$ cat src/rtl/ascon_sequencer_if.sv
// Handshake and control bundle between the ASCON sequencer and its environment.
// The slave modport is the sequencer; the master side drives the data stream.
interface ascon_sequencer_if;
    logic       start_i;
    logic       ad_present_i;
    logic       data_valid_i;
    logic       data_last_i;
    logic       data_ready_o;
    logic       data_sel_o;
    logic [3:0] counter_o;
    logic       en_xor_data_o;
    logic       en_xor_key_o;
    logic       en_xor_key_end_o;
    logic       en_xor_lsb_o;
    logic       en_reg_state_o;
    logic       en_cipher_o;
    logic       en_tag_o;
    logic       cipher_valid_o;
    logic       tag_valid_o;
    logic       busy_o;
    logic       done_o;

    modport master (
        output start_i, ad_present_i, data_valid_i, data_last_i,
        input  data_ready_o, data_sel_o, counter_o,
        input  en_xor_data_o, en_xor_key_o, en_xor_key_end_o,
        input  en_xor_lsb_o, en_reg_state_o, en_cipher_o, en_tag_o,
        input  cipher_valid_o, tag_valid_o, busy_o, done_o
    );

    modport slave (
        input  start_i, ad_present_i, data_valid_i, data_last_i,
        output data_ready_o, data_sel_o, counter_o,
        output en_xor_data_o, en_xor_key_o, en_xor_key_end_o,
        output en_xor_lsb_o, en_reg_state_o, en_cipher_o, en_tag_o,
        output cipher_valid_o, tag_valid_o, busy_o, done_o
    );
endinterface

$ cat src/rtl/ascon_sequencer.sv
// Control FSM for a one-round-per-cycle ASCON-128 permutation datapath.
// Sequences init, associated data, plaintext, finalisation and tag.
module ascon_sequencer #(
    parameter int ROUNDS_A = 12,
    parameter int ROUNDS_B = 6
) (
    input logic               clock_i,
    input logic               reset_i,
    ascon_sequencer_if.slave  bus
);

    localparam logic [3:0] IDX_A = 4'(12 - ROUNDS_A);
    localparam logic [3:0] IDX_B = 4'(12 - ROUNDS_B);
    localparam logic [3:0] IDX_L = 4'd11;

    typedef enum logic [2:0] {
        IDLE, INIT, WAIT_AD, AD, WAIT_PT, PT, FINAL
    } state_t;

    state_t     state_q, state_d;
    logic [3:0] cnt_q, cnt_d;
    logic       adp_q, adp_d;
    logic       adl_q, adl_d;
    logic       cv_q, tv_q, done_q;

    logic       ready, sel, xd, xk, xke, xl, rs, ci, tg, busy;
    logic [3:0] cnt;
    logic       last_rnd;
    logic       start_acc;

    assign last_rnd  = (cnt_q == IDX_L);
    assign start_acc = (state_q == IDLE) && bus.start_i;

    // Next-state, round counter and Mealy enable decode.
    always_comb begin
        state_d = state_q;
        cnt_d   = cnt_q;
        adp_d   = adp_q;
        adl_d   = adl_q;
        ready   = 1'b0;
        sel     = 1'b0;
        cnt     = 4'd0;
        xd      = 1'b0;
        xk      = 1'b0;
        xke     = 1'b0;
        xl      = 1'b0;
        rs      = 1'b0;
        ci      = 1'b0;
        tg      = 1'b0;
        busy    = 1'b0;
        unique case (state_q)
            IDLE: begin
                if (bus.start_i) begin
                    state_d = INIT;
                    cnt_d   = IDX_A;
                    adp_d   = bus.ad_present_i;
                end
            end
            INIT: begin
                busy  = 1'b1;
                rs    = 1'b1;
                sel   = (cnt_q != IDX_A);
                cnt   = cnt_q;
                cnt_d = cnt_q + 4'd1;
                if (last_rnd) begin
                    xke     = 1'b1;
                    xl      = ~adp_q;
                    cnt_d   = 4'd0;
                    state_d = adp_q ? WAIT_AD : WAIT_PT;
                end
            end
            WAIT_AD: begin
                busy  = 1'b1;
                ready = 1'b1;
                sel   = 1'b1;
                if (bus.data_valid_i) begin
                    xd      = 1'b1;
                    rs      = 1'b1;
                    cnt     = IDX_B;
                    cnt_d   = IDX_B + 4'd1;
                    adl_d   = bus.data_last_i;
                    state_d = AD;
                end
            end
            AD, PT: begin
                busy  = 1'b1;
                sel   = 1'b1;
                rs    = 1'b1;
                cnt   = cnt_q;
                cnt_d = cnt_q + 4'd1;
                if (last_rnd) begin
                    xl      = (state_q == AD) && adl_q;
                    cnt_d   = 4'd0;
                    state_d = ((state_q == AD) && !adl_q) ? WAIT_AD : WAIT_PT;
                end
            end
            WAIT_PT: begin
                busy  = 1'b1;
                ready = 1'b1;
                sel   = 1'b1;
                if (bus.data_valid_i) begin
                    xd = 1'b1;
                    ci = 1'b1;
                    rs = 1'b1;
                    if (bus.data_last_i) begin
                        xk      = 1'b1;
                        cnt     = IDX_A;
                        cnt_d   = IDX_A + 4'd1;
                        state_d = FINAL;
                    end else begin
                        cnt     = IDX_B;
                        cnt_d   = IDX_B + 4'd1;
                        state_d = PT;
                    end
                end
            end
            FINAL: begin
                busy  = 1'b1;
                sel   = 1'b1;
                rs    = 1'b1;
                cnt   = cnt_q;
                cnt_d = cnt_q + 4'd1;
                if (last_rnd) begin
                    xke     = 1'b1;
                    tg      = 1'b1;
                    cnt_d   = 4'd0;
                    state_d = IDLE;
                end
            end
            default: begin
                state_d = IDLE;
                cnt_d   = 4'd0;
            end
        endcase
    end

    // State, counter and latched phase flags; reset aborts any operation.
    always_ff @(posedge clock_i) begin
        if (reset_i) begin
            state_q <= IDLE;
            cnt_q   <= 4'd0;
            adp_q   <= 1'b0;
            adl_q   <= 1'b0;
        end else begin
            state_q <= state_d;
            cnt_q   <= cnt_d;
            adp_q   <= adp_d;
            adl_q   <= adl_d;
        end
    end

    // Status flags that report what the datapath registers now hold.
    always_ff @(posedge clock_i) begin
        if (reset_i) begin
            cv_q   <= 1'b0;
            tv_q   <= 1'b0;
            done_q <= 1'b0;
        end else begin
            cv_q   <= ci;
            done_q <= tg;
            if (tg)
                tv_q <= 1'b1;
            else if (start_acc)
                tv_q <= 1'b0;
        end
    end

    // Outputs are forced low while reset is held so no enable escapes.
    always_comb begin
        bus.data_ready_o     = ready & ~reset_i;
        bus.data_sel_o       = sel & ~reset_i;
        bus.counter_o        = reset_i ? 4'd0 : cnt;
        bus.en_xor_data_o    = xd & ~reset_i;
        bus.en_xor_key_o     = xk & ~reset_i;
        bus.en_xor_key_end_o = xke & ~reset_i;
        bus.en_xor_lsb_o     = xl & ~reset_i;
        bus.en_reg_state_o   = rs & ~reset_i;
        bus.en_cipher_o      = ci & ~reset_i;
        bus.en_tag_o         = tg & ~reset_i;
        bus.busy_o           = busy & ~reset_i;
        bus.cipher_valid_o   = cv_q;
        bus.tag_valid_o      = tv_q;
        bus.done_o           = done_q;
    end

endmodule
$ cat src/flat_wrapper.sv
// flat-port wrapper written by rule: the top's interface ports become plain ports
module ascon_sequencer_flat 
#(
    parameter int ROUNDS_A = 12,
    parameter int ROUNDS_B = 6
)
  (clock_i, reset_i, bus_start_i, bus_ad_present_i, bus_data_valid_i, bus_data_last_i, bus_data_ready_o, bus_data_sel_o, bus_counter_o, bus_en_xor_data_o, bus_en_xor_key_o, bus_en_xor_key_end_o, bus_en_xor_lsb_o, bus_en_reg_state_o, bus_en_cipher_o, bus_en_tag_o, bus_cipher_valid_o, bus_tag_valid_o, bus_busy_o, bus_done_o);
  ascon_sequencer_if bus_i ();
  input logic clock_i;
  input logic reset_i;
  input wire logic [$bits(bus_i.start_i)-1:0] bus_start_i;
  input wire logic [$bits(bus_i.ad_present_i)-1:0] bus_ad_present_i;
  input wire logic [$bits(bus_i.data_valid_i)-1:0] bus_data_valid_i;
  input wire logic [$bits(bus_i.data_last_i)-1:0] bus_data_last_i;
  output wire logic [$bits(bus_i.data_ready_o)-1:0] bus_data_ready_o;
  output wire logic [$bits(bus_i.data_sel_o)-1:0] bus_data_sel_o;
  output wire logic [$bits(bus_i.counter_o)-1:0] bus_counter_o;
  output wire logic [$bits(bus_i.en_xor_data_o)-1:0] bus_en_xor_data_o;
  output wire logic [$bits(bus_i.en_xor_key_o)-1:0] bus_en_xor_key_o;
  output wire logic [$bits(bus_i.en_xor_key_end_o)-1:0] bus_en_xor_key_end_o;
  output wire logic [$bits(bus_i.en_xor_lsb_o)-1:0] bus_en_xor_lsb_o;
  output wire logic [$bits(bus_i.en_reg_state_o)-1:0] bus_en_reg_state_o;
  output wire logic [$bits(bus_i.en_cipher_o)-1:0] bus_en_cipher_o;
  output wire logic [$bits(bus_i.en_tag_o)-1:0] bus_en_tag_o;
  output wire logic [$bits(bus_i.cipher_valid_o)-1:0] bus_cipher_valid_o;
  output wire logic [$bits(bus_i.tag_valid_o)-1:0] bus_tag_valid_o;
  output wire logic [$bits(bus_i.busy_o)-1:0] bus_busy_o;
  output wire logic [$bits(bus_i.done_o)-1:0] bus_done_o;
  assign bus_i.start_i = bus_start_i;
  assign bus_i.ad_present_i = bus_ad_present_i;
  assign bus_i.data_valid_i = bus_data_valid_i;
  assign bus_i.data_last_i = bus_data_last_i;
  assign bus_data_ready_o = bus_i.data_ready_o;
  assign bus_data_sel_o = bus_i.data_sel_o;
  assign bus_counter_o = bus_i.counter_o;
  assign bus_en_xor_data_o = bus_i.en_xor_data_o;
  assign bus_en_xor_key_o = bus_i.en_xor_key_o;
  assign bus_en_xor_key_end_o = bus_i.en_xor_key_end_o;
  assign bus_en_xor_lsb_o = bus_i.en_xor_lsb_o;
  assign bus_en_reg_state_o = bus_i.en_reg_state_o;
  assign bus_en_cipher_o = bus_i.en_cipher_o;
  assign bus_en_tag_o = bus_i.en_tag_o;
  assign bus_cipher_valid_o = bus_i.cipher_valid_o;
  assign bus_tag_valid_o = bus_i.tag_valid_o;
  assign bus_busy_o = bus_i.busy_o;
  assign bus_done_o = bus_i.done_o;
  ascon_sequencer #(.ROUNDS_A(ROUNDS_A), .ROUNDS_B(ROUNDS_B)) u_core (.clock_i(clock_i), .reset_i(reset_i), .bus(bus_i));
endmodule
$ cat config.mk
export PLATFORM = sky130hd
export DESIGN_NAME = ascon_sequencer_flat
export DESIGN_NICKNAME = d
export VERILOG_FILES = /design/src/rtl/ascon_sequencer_if.sv /design/src/rtl/ascon_sequencer.sv /design/src/flat_wrapper.sv
export SDC_FILE = /design/constraint.sdc
export NUM_CORES = 1
export LEC_CHECK = 0
export CORE_ASPECT_RATIO = 0.75
export CORE_UTILIZATION = 29
export DETAILED_ROUTE_END_ITERATION = 10
export SYNTH_ARGS = -nofsm -noshare
export SYNTH_HDL_FRONTEND = slang
export SYNTH_SLANG_ARGS = --single-unit
$ cat constraint.sdc
create_clock -name clock_i -period 1.48 [get_ports clock_i]
set_input_delay 0.444 -clock clock_i [delete_from_list [all_inputs] [get_ports clock_i]]
set_output_delay 0.444 -clock clock_i [all_outputs]
set_load 0.02 [all_outputs]
# After elaboration in Yosys (flattened, before gate mapping)

Cells that the tools add are included.

Register bits after elaboration: 12
Latch bits: 0
RAM bits: 0
Bits in read-only memories: 0
Input port bits: 6
Output and inout bits: 17
Logic and storage cells: 89
Memories kept: 0

$add $sub $neg: 1
$mul: 0
Divide/modulo/power cells: 0
Magnitude comparators: 0
Eq/ne operators: 13
Shift operators: 0
Muxes and demuxes: 39
Bitwise operators: 12
Reductions and logical operators: 17

Operators by type and width:

| cell                  | number |
|---|---|
| $mux W3               | 11 |
| $mux W4               | 6 |
| $pmux W3 S6           | 1 |
| $pmux W4 S4           | 1 |
| $mux W1               | 15 |
| $pmux W4 S3           | 1 |
| $and A1 B1 Y1         | 10 |
| $eq A3 B3 Y1 const B  | 3 |
| $eq A3 B2 Y1 const B  | 2 |
| $ne A2 B1 Y1 const B  | 3 |
| $ne A2 B2 Y1 const B  | 3 |
| $pmux W1 S2           | 3 |
| $reduce_and A6 Y1     | 1 |
| $reduce_or A2 Y1      | 3 |
| $reduce_or A6 Y1      | 1 |
| $reduce_or A5 Y1      | 1 |
| $add A4 B1 Y4 const B | 1 |
| $eq A4 B4 Y1 const B  | 1 |
| $reduce_and A2 Y1     | 2 |
| $reduce_bool A4 Y1    | 1 |
| $reduce_or A4 Y1      | 1 |
| $eq A3 B1 Y1 const B  | 1 |
| $logic_and A1 B1 Y1   | 3 |
| $logic_not A3 Y1      | 1 |
| 5 further kinds       | 6 |

# Longest topological paths before layout

Depth after elaboration: 5
Gate-level depth with buffers: 6
Mapped depth without buffers: 5

# Worst setup path before layout

No wires, ideal clock.

Kind: flip-flop to output port
From: register u_core.cnt_q[1]
To: output port bus_en_xor_lsb_o
Arrival: 1.544 ns
Required time: 1.036 ns
Slack: -0.508 ns
Stages on the path, launching flop included: 5
Buffers on the path: 1
Cell sequence: dfxtp_1 > ha_1 > nand3b_1 > buf_2 > nor4_1

Longest elaborated chain between the ends: 4
Elaborated cells on any way between the ends: 5
Those cells by class: 1 x eq/ne; 3 x mux; 1 x bitwise

Ends and longest elaborated chain:

| item                              | line                                         | source |
|---|---|---|
| from (decl)                       | ascon_sequencer.sv:21                        | `logic [3:0] cnt_q, cnt_d;` |
| from (signal assigned)            | ascon_sequencer.sv:146                       | `cnt_q <= cnt_d;` |
| $eq A4 B4 Y1 (*)                  | ascon_sequencer.sv:31                        | `assign last_rnd = (cnt_q == IDX_L);` |
| $mux W1, on equally long branches | ascon_sequencer.sv:91, ascon_sequencer.sv:65 |  |
| $pmux W1 S2 (*)                   | ascon_sequencer.sv:51                        | `unique case (state_q)` |
| $and A1 B1 Y1 (*)                 | ascon_sequencer.sv:176                       | `bus.en_xor_lsb_o = xl & ~reset_i;` |
| to (decl)                         | flat_wrapper.sv:21                           | `output wire logic [$bits(bus_i.en_xor_lsb_o)-1:0] bus_en_xor_lsb_o;` |

Every way passes the cells marked *; elsewhere a longest branch is shown, timed or not.

# Worst setup path in the final report

From: register u_core.state_q[1]
To: output port bus_counter_o[2]

Longest elaborated chain between the ends: 4
Elaborated cells on any way between the ends: 9
Those cells by class: 6 x eq/ne; 2 x mux; 1 x reduce/logical

Ends and longest elaborated chain:

| item                                 | line                   | source |
|---|---|---|
| from (decl)                          | ascon_sequencer.sv:20  | `state_t state_q, state_d;` |
| from (signal assigned)               | ascon_sequencer.sv:145 | `state_q <= state_d;` |
| $eq A3 B1 Y1 (tied with other cells) | ascon_sequencer.sv:51  |  |
| $reduce_or A4 Y1 (no line)           | n/a                    |  |
| $pmux W4 S3 (*)                      | ascon_sequencer.sv:51  |  |
| $mux W4 (*)                          | ascon_sequencer.sv:172 | `bus.counter_o = reset_i ? 4'd0 : cnt;` |
| to (decl)                            | flat_wrapper.sv:17     | `output wire logic [$bits(bus_i.counter_o)-1:0] bus_counter_o;` |

Marked as above.

==> results by group <==
Global route
  • GRT overflow: 0
  • Largest net degree at the start of global routing: 11
  • Global-route wire length before repair: 5.216 mm
  • GR Util All Layers: 20.54%
  • Initial antenna violation count: 0
  • Number of global-route vias before repair: 1102

Setup path
  • Crit end category: output pin
  • Worst r2r path cells: 7
  • Critical Path End: bus_counter_o[2]
  • CP required: 1.04 ns
  • RR Endpoint: u_core.cnt_q[3]$_SDFFE_PP0P_
  • Reg2reg start: u_core.state_q[1]$_SDFFE_PP0P_
  • Worst R2R Setup Slack: -0.02 ns
  • Worst-path maximum fanout: 5
  • Setup Crit Path Kind: register to output pin
  • CP startpoint kind: register
  • CP arrival: 1.43 ns
  • CP Launch Point: u_core.state_q[1]$_SDFFE_PP0P_

STA
  • Crit share post-route: 126.5%
  • Least-Margin Pin Slew: 0.3310 ns
  • Setup violators final: 15
  • Fin. Hold Viols: 0
  • Clk_skew: 0.0008107 ns
  • Slew margin rel.: 77.84%
  • Post-route setup slack: -0.3927 ns
  • RSZ-0062 raised after global routing: yes
  • Post-layout minimum cycle time: 1.873 ns
  • Slew Viols, Final: 0
  • FMAX: between 500 and 600 MHz

Drt
  • Antenna-violating nets left: 0
  • DRT Pass-1 Iters: 5
  • Wirelength, routed: ~3.2 mm
  • DRC Markers: 0
  • Via count: 1136
  • WL/cell: 14.44 µm
  • 1st-iter DRT viols: 47
  • Vias per Instance: between 5 and 6

Die
  • Core Rows: 17
  • Die Span X: a little under 70 µm
  • Core region area: 0.002978 mm²
  • IO Count: 23
  • Initial core utilization: a little under a third
  • Die Span Y: 50.90 µm
  • DIE AREA: between 0.003 and 0.004 mm²

Status
  • Failing checks: negative setup slack
  • Status: complete, but fails checks

Min path
  • Hold Crit Class: register to register

Synth
  • Cells after Synth: 114
  • Avg Cell Area, Syn: approximately 8 µm²
  • Yosys top cell area share: 25.98%
  • Number of flops mapped to enable cells by yosys: 0
  • Sequential element share of the synthesized area: between 20% and 30%
  • Top cells by area, synth: dfxtp_1 (26%), nor2_1 (5.3%), mux2i_1 (4.3%), buf_6 (3.7%), a21oi_1 (3.2%)
  • #FFs+latches synth: 12
  • YS warnings: 0
  • Synth cell types: 39
  • Synth Cell Area: 924.6 µm²
  • Asr flop ratio synth: 0%
  • Top_reg_cell synth: dfxtp_1
  • Yosys top cell by area: dfxtp_1
  • Synthesized net count: roughly 120

Clocking
  • CTS tree: done
  • Clock sinks: 12
  • Skew-Pair Late Insertion Delay: 0.25 ns
  • Hold buffers post-CTS: 0
  • Total CTS buffers: 3
  • Reg clk slew, reported paths: 0.06 ns
  • Max clock buf depth: 2
  • H-tree Lvls: 1
  • Root Driver: clkbuf_8

Finish
  • Share of post-route cells with drive strength above 1: between 60% and 70%
  • Commonest non-fill, non-tap cell in the layout: buf_4
  • Commonest non-fill, non-tap cells in the layout: buf_4 (40), buf_6 (26), nor2_1 (10), dfxtp_1 (7), nand2_1 (5)
  • Area grow syn2layout: 104.1%
  • Layout Nets: ~190
  • Post-Route Utilization: ~63%
  • Diode count: 0

Placement
  • IO buf count: 22
  • GPL Wtd Cong: 0.8065
  • DP Wirelength: around 2.2 mm

Power and ir drop
  • Pwr dens: 752.6 mW/mm²
  • Peak supply drop: 0.4292 mV
  • Pleak: about 0.78 nW
  • Total power: ~1.4 mW

Flow run
  • MaxCap Viol Count: 0
-- cell usage after synthesis (all sizes together), types with 2 or more instances --
master	number
mux2i	4
nor2	13
o21ai	5
inv	5
dfxtp	12
nand3b	2
nor4	3
nor3b	2
nand2b	4
nor2b	2
nand2	8
nor3	5
buf	8
a22o	2
ha	2
maj3	2
a311oi	3
a21oi	8
a31oi	3
nand3	4
a211oi	3
o21bai	2
-- registers in the layout (all words and copies together), names as in the netlist --
signal and cells:
u_core.adp_q 1, u_core.cnt_q 4, u_core.adl_q 1, u_core.state_q 3, u_core.bus.done_o 1, u_core.bus.cipher_valid_o 1, u_core.bus.tag_valid_o 1
-- cells by family after synthesis --
kind of cell / synth area share, %
and+or+nand+nor: 28.82
AOI/OAI and AO/OA: 23.95
buffers and inverters: 9.066
DFF: 25.98
muxes: 4.330
adders and majority gates: 4.871
xor gates and xnor gates: 2.977
-- where the power goes --
part	switching, mW	internal [mW]	total, mW	leakage, nW
clock network	0.143	0.236	0.379	0.0288
logic	0.324	0.338	0.662	0.650
registers	0.0262	0.352	0.378	0.101
total	0.494	0.926	1.42	0.780
-- stage by stage --
stage	hold WS, ns	worst slack (ns)	instance area (µm²)	instances	setup TNS [ns]
floorplan	0.4877	-0.2149	1132	114	-1.028
global placement	0.5550	-1.099	1607	205	-16.82
detailed placement	0.5692	-1.105	1607	205	-17.02
CTS	0.5780	-0.4262	1823	218	-5.148
global route	0.5967	-0.4456	1887	221	-5.829
finish	0.5796	-0.3927	1887	221	-4.950
-- worst min path at each step --
stage,startpoint,endpoint,slack [ns],cells past startpoint
after floorplan,u_core.cnt_q[3]$_SDFFE_PP0P_,u_core.cnt_q[3]$_SDFFE_PP0P_,0.49,1
after global placement,u_core.cnt_q[3]$_SDFFE_PP0P_,u_core.cnt_q[3]$_SDFFE_PP0P_,0.55,2
after detailed placement,u_core.cnt_q[3]$_SDFFE_PP0P_,u_core.cnt_q[3]$_SDFFE_PP0P_,0.57,2
after CTS,u_core.cnt_q[3]$_SDFFE_PP0P_,u_core.cnt_q[3]$_SDFFE_PP0P_,0.58,2
after global routing,u_core.cnt_q[3]$_SDFFE_PP0P_,u_core.cnt_q[3]$_SDFFE_PP0P_,0.60,2
final,u_core.cnt_q[3]$_SDFFE_PP0P_,u_core.cnt_q[3]$_SDFFE_PP0P_,0.58,2
-- layout make-up --
| cell class | count | area, µm² |
|---|---|---|
| Timing Repair Buffer | 74 | 664.4 |
| Clock buffer | 4 | 55.05 |
| Tap cell | 38 | 47.55 |
| Fill cell | 248 | 1091 |
| Sequential cell | 12 | 256.5 |
| Inverter | 5 | 18.77 |
| Multi-Input combinational cell | 88 | 844.6 |
-- metal layers --
metal	GRT usage (%)	routed length, µm
met3	5.580	149
met4	5.674	22
met5	0	0
met2	33.00	1527
met1	26.68	1491
-- timing repair --
action                     in CTS  in global routing
buffers inserted                9                  4
gates resized for setup       114                 13
pin swaps                      15                 13
setup endpoints to repair      24                 20
-- worst max-delay path, stage by stage (launching register included) --
cell and delay (ns):
dfxtp_4 0.37, buf_6 0.12, nand2b_4 0.15, o21ai_4 0.14
nand3_4 0.12, a21oi_4 0.16, buf_6 0.13
Note: power is estimated with default switching activity, not from simulation.
